<file path="config.mk">
export PLATFORM = sky130hd
export DESIGN_NAME = npu_host_master
export DESIGN_NICKNAME = d
export VERILOG_FILES = /design/src/rtl/npu_host_master.sv
export SDC_FILE = /design/constraint.sdc
export NUM_CORES = 1
export LEC_CHECK = 0
export CAP_MARGIN = 10
export CORE_AREA = 2 2 116 146
export CTS_CLUSTER_SIZE = 20
export DETAILED_ROUTE_END_ITERATION = 10
export DIE_AREA = 0 0 118 148
export GPL_ROUTABILITY_DRIVEN = 0
export PLACE_DENSITY = 0.68
export SLEW_MARGIN = 10
export SYNTH_ARGS = -nofsm -noshare
export SYNTH_HDL_FRONTEND = slang
export SYNTH_SLANG_ARGS = --single-unit
</file>
<file path="constraint.sdc">
create_clock -name clk -period 5.2 [get_ports clk]
set_input_delay 0.52 -clock clk [delete_from_list [all_inputs] [get_ports clk]]
set_output_delay 0.52 -clock clk [all_outputs]
set_load 0.01 [all_outputs]
</file>
<file path="src/rtl/npu_host_master.sv">
// npu_host_master: byte stream to NPU host-port write/trigger/poll/read sequencer; `define NPU_HOST_PERF_EN adds a cycles counter
module npu_host_master #(
  parameter int IMG_BYTES = 240,
  parameter int WC_BYTES = 9,
  parameter int FC2_BYTES = 10,
  parameter int RD_LAT = 2,
  parameter int POLL_MAX = 4095,
  parameter logic [2:0] STATUS_SEL = 3'b110
) (
  input  logic        clk,
  input  logic        rst_ni,
  input  logic        start,
  input  logic        s_valid,
  output logic        s_ready,
  input  logic [7:0]  s_data,
  output logic        ena,
  output logic        wea,
  output logic [15:0] addra,
  output logic [31:0] dina,
  input  logic [31:0] douta,
  output logic        busy,
  output logic        done,
  output logic [23:0] result,
  output logic        err
`ifdef NPU_HOST_PERF_EN
  ,
  output logic [31:0] cycles
`endif
);
  localparam int KW = $clog2(IMG_BYTES + WC_BYTES + FC2_BYTES + 1);
  localparam int PW = $clog2(POLL_MAX + 1);
  localparam int LW = $clog2(RD_LAT + 1);
  localparam logic [3:0] S_IDLE = 4'd0;
  localparam logic [3:0] S_LOAD = 4'd1;
  localparam logic [3:0] S_WR = 4'd2;
  localparam logic [3:0] S_TRIG = 4'd3;
  localparam logic [3:0] S_POLL_RD = 4'd4;
  localparam logic [3:0] S_POLL_WAIT = 4'd5;
  localparam logic [3:0] S_RES_RD = 4'd6;
  localparam logic [3:0] S_RES_WAIT = 4'd7;
  localparam logic [3:0] S_FIN = 4'd8;
  logic [3:0] state;
  logic [1:0] seg;
  logic [KW-1:0] k, seg_len;
  logic [31:0] wbuf, word;
  logic [PW-1:0] pcnt;
  logic [LW-1:0] lat;
  logic [2:0] sel;
  logic word_full;
  logic unused;
  assign unused = ^douta[31:24];
  assign s_ready = state == S_LOAD;
  // segment geometry and the word being assembled from the incoming byte
  always_comb begin
    seg_len = seg == 2'd0 ? KW'(IMG_BYTES) : seg == 2'd1 ? KW'(WC_BYTES) : KW'(FC2_BYTES);
    sel = seg == 2'd0 ? 3'b001 : seg == 2'd1 ? 3'b010 : 3'b100;
    word = wbuf | (32'(s_data) << {k[1:0], 3'b000});
    word_full = k[1:0] == 2'd3 || k + KW'(1) == seg_len;
  end
  // sequencer: bus outputs are loaded on entry to the state that owns the transaction
  always_ff @(posedge clk or negedge rst_ni) begin
    if (!rst_ni) begin
      state <= S_IDLE;
      seg <= 2'd0;
      k <= '0;
      wbuf <= '0;
      pcnt <= '0;
      lat <= '0;
      ena <= 1'b0;
      wea <= 1'b0;
      addra <= '0;
      dina <= '0;
      busy <= 1'b0;
      done <= 1'b0;
      result <= '0;
      err <= 1'b0;
    end else begin
      ena <= 1'b0;
      wea <= 1'b0;
      done <= 1'b0;
      case (state)
        S_IDLE: if (start) begin
          state <= S_LOAD;
          seg <= 2'd0;
          k <= '0;
          wbuf <= '0;
          pcnt <= '0;
          busy <= 1'b1;
          err <= 1'b0;
        end
        S_LOAD: if (s_valid) begin
          k <= k + KW'(1);
          wbuf <= word_full ? '0 : word;
          if (word_full) begin
            dina <= word;
            addra <= {1'b0, sel, 12'(k >> 2)};
            ena <= 1'b1;
            wea <= 1'b1;
            state <= S_WR;
          end
        end
        S_WR: if (k != seg_len) state <= S_LOAD;
        else if (seg != 2'd2) begin
          seg <= seg + 2'd1;
          k <= '0;
          state <= S_LOAD;
        end else begin
          ena <= 1'b1;
          wea <= 1'b1;
          addra <= {1'b0, 3'b101, 12'd0};
          dina <= 32'h1;
          state <= S_TRIG;
        end
        S_TRIG: begin
          ena <= 1'b1;
          addra <= {1'b0, STATUS_SEL, 12'd0};
          state <= S_POLL_RD;
        end
        S_POLL_RD: begin
          lat <= LW'(1);
          state <= S_POLL_WAIT;
        end
        S_POLL_WAIT: if (lat != LW'(RD_LAT)) lat <= lat + LW'(1);
        else if (douta[0]) begin
          ena <= 1'b1;
          addra <= {1'b0, STATUS_SEL, 12'd4};
          state <= S_RES_RD;
        end else if (pcnt == PW'(POLL_MAX - 1)) begin
          err <= 1'b1;
          done <= 1'b1;
          busy <= 1'b0;
          state <= S_FIN;
        end else begin
          pcnt <= pcnt + PW'(1);
          ena <= 1'b1;
          addra <= {1'b0, STATUS_SEL, 12'd0};
          state <= S_POLL_RD;
        end
        S_RES_RD: begin
          lat <= LW'(1);
          state <= S_RES_WAIT;
        end
        S_RES_WAIT: if (lat != LW'(RD_LAT)) lat <= lat + LW'(1);
        else begin
          result <= douta[23:0];
          done <= 1'b1;
          busy <= 1'b0;
          state <= S_FIN;
        end
        default: state <= S_IDLE;
      endcase
    end
  end
`ifdef NPU_HOST_PERF_EN
  // run length: the accepted start cycle counts as 1, then every cycle up to and including FIN
  always_ff @(posedge clk or negedge rst_ni) begin
    if (!rst_ni) cycles <= '0;
    else if (state == S_IDLE) cycles <= start ? 32'd1 : cycles;
    else cycles <= cycles + 32'd1;
  end
`endif
endmodule

</file>
==> flow_metrics.tcl <==
set metrics [dict create \
    status "finished, final reports clean" \
    grt_pass1_vias 5044 \
    initialDrtViolationCount 352 \
    synthArstFlopShare_pct 100 \
    hpwl_um 10700 \
    startpoint "k[0]" \
    max_freq_ghz 0.276 \
    tightest_slew_ps 1080 \
    num_rows 52 \
    core_um2 16100 \
    cts_root_buffer "clkbuf_16" \
    min_from "dina[22]" \
    rsz0062_at_grt "false" \
    drive_gt1_share_pct 10.0 \
    fin_crit_ps 3620 \
    place_area_um2 7440 \
    layout-area-overhead-vs-synth_pct 27.7 \
    ys_seq_elements 132 \
    syn_inst 631 \
    finalCritPeriodShare_pct 69.7 \
    timing.rr.start "k[0]" \
    via_count 5076 \
    io_pins 122 \
    cts_tree "done" \
    grt_use_total_pct 17.9 \
    cts_buffers 17 \
    hold_path.class "flop to flop" \
    power_mw 3.87 \
    path_max_fanout 17 \
    p_leak_nw 3.49 \
    dp_cells 913 \
    powerDensity_nw_per_um2 482 \
    ant_nets 0 \
    grt_first_pass_wirelength_um 25500 \
    grt-ovfl-total 0 \
    fin_util_pct 50.0 \
    synth_edf_count 0 \
    crit_path_end_kind "flop" \
    yosys_most_used_dff "dfrtp_1" \
    fin_ws_ps 1580 \
    fin_nets 768 \
    firstDrtPassIters 5 \
    die-height_um 148 \
    wirelength_um 15300 \
    numClockSinks 132 \
    drc_errors 0 \
    start_util_pct 39.2 \
    crit_type "flop to flop" \
    design_area_um2 8040 \
    postSynthAreaPerCell_um2 9.98 \
    fill_cells 1460 \
    holdWs_ps 489 \
    layout.cells.non_filler 946 \
    skew_ps 12.7 \
    antenna_found_initial 0 \
    slew_headroom_pct 27.6 \
    setup_violations 0 \
    finalHoldViolCount 0 \
    setup-tns-final_ps 0 \
    ctsResizeCount 0 \
    mappedNetlistArea_um2 6290 \
    ys_warn_count 0 \
    dieArea_um2 17500 \
    die_w_um 118 \
    drv_slew 0 \
    worstPathArrival_ps 3920 \
    start_kind "flop" \
    vias_per_cell 5.37 \
    grt_max_degree 64 \
    yosysSeqAreaShare_pct 52.5 \
    yosysUniqueCellTypes 60 \
    clk_latency_ps 420 \
    preCtsSetupSlack_ps 1570 \
    crit_required_ps 5500 \
    drv_cap 0 \
    wl_per_cell_um 16.2 \
    num_antenna_cells 0 \
    clk_pin_slew_worst_paths_ps 60 \
    peakVddDrop_mv 0.237 \
    clk_path_buf_depth 2 \
    portBuffers 107 \
    htree_levels 4 \
]
cells in the final DEF, fill, tap and decap left out, types with 3 or more instances in the layout:
cell type	count
inv_1	20
nand2_1	36
o2bb2ai_1	31
mux2_2	24
a22o_1	3
or3_1	5
nor3_1	41
and3_1	7
nand3_1	11
a21oi_1	77
nand4_1	10
xor2_1	13
nand2b_1	12
o21ai_0	21
a31oi_1	5
a21o_1	3
nor2_1	62
inv_6	6
conb_1	6
o22ai_1	3
nor2b_1	3
dfrtp_1	132
ha_1	7
mux2i_1	9
buf_4	8
o31ai_1	4
clkbuf_16	17
clkdlybuf4s50_1	106
Yosys cell counts, types with 2 or more instances:
library cell | n | area (um^2)
dfrtp_1 | 132 | 3300
nor3_1 | 41 | 205
a21oi_2 | 2 | 17.5
or3_1 | 5 | 31.3
nor2_1 | 62 | 233
and4_1 | 2 | 17.5
o22ai_1 | 3 | 18.8
mux2i_1 | 9 | 90.1
o31ai_1 | 4 | 30.0
a22oi_1 | 2 | 15.0
clkbuf_1 | 19 | 71.3
mux2_4 | 2 | 30.0
and3_1 | 7 | 43.8
inv_1 | 20 | 75.1
nand2_1 | 36 | 135
o2bb2ai_1 | 31 | 272
nor2b_1 | 3 | 18.8
o21ai_1 | 2 | 10.0
nand3_1 | 11 | 55.1
a21oi_1 | 77 | 385
xor2_1 | 13 | 114
buf_2 | 15 | 75.1
nand2b_1 | 12 | 75.1
and2_1 | 2 | 12.5
nor4_1 | 2 | 12.5
nor3b_1 | 2 | 15.0
a21o_1 | 3 | 22.5
o21ai_0 | 21 | 105
buf_1 | 7 | 26.3
buf_4 | 10 | 75.1
a22o_1 | 3 | 26.3
nand4_1 | 10 | 62.6
mux2_2 | 24 | 270
a31oi_1 | 5 | 31.3
ha_1 | 7 | 87.6
area by class of cell:
cell class / instances / area (um^2) / area share (%)
Inverter: 21 / 78.8 / 0.980
Clock buffer: 20 / 447 / 5.56
Timing Repair Buffer: 115 / 1130 / 14.1
Tap cell: 216 / 270 / 3.36
Sequential cell: 132 / 3300 / 41.1
Multi-Input combinational cell: 430 / 2670 / 33.2
Clock inverter: 12 / 143 / 1.77
logic make-up after synthesis:
family                     Yosys count  synth area share (%)
buffers and inverters               74                  5.45
AOI/OAI and AO/OA                  164                  16.6
and+or+nand+nor                    203                  15.7
adders and majority gates            7                  1.39
other                                1                0.0596
xor gates and xnor gates            14                  1.95
muxes                               36                  6.38
DFF                                132                  52.5
where the power goes:
group / leakage (nW) / switching (mW) / internal, mW
clock: 0.287 / 0.462 / 0.728
combinational: 1.46 / 0.639 / 0.592
sequential: 1.75 / 0.183 / 1.27
routing by layer:
metal,track usage [%],share of wire [%],up-vias
met5,0,0,-
met4,6.08,2.1,0
met3,4.67,5.8,24
met2,29.2,49,191
met1,23.3,44,2462
li1,-,-,2399
critical path, stage by stage, from the launching register on:
cell and delay [ps]:
dfrtp_1 620, ha_1 470, nand3_1 170, or3_1 370, and2_4 180, a32oi_2 270, o21ai_2 150, a211oi_2 900
mux2_1 380
path summary, 6_finish.rpt:
path | endpoint | slack [ps] | cells past startpoint
max in group asynchronous | wbuf[29] | 3580 | 3
hold / removal | dina[22] | 490 | 1
setup / recovery | addra[14] | 1580 | 8
min in group asynchronous | seg[1] | 540 | 2
setup reg to reg | addra[14] | 1580 | 8
hold reg to reg | dina[22] | 490 | 1
registers in the layout, summed over array words and instances (netlist names), 2 cells and up:
name and cells:
pcnt 12, dina 32, k 9, state 4
wbuf 32, seg 2, addra 10, lat 2
result 24
what timing repair did:
item	in CTS	in global routing
hold buffers	1	0
buffers inserted	0	0
endpoints found under the hold margin	20	0
No activity file was read; power rests on OpenSTA's default activity.
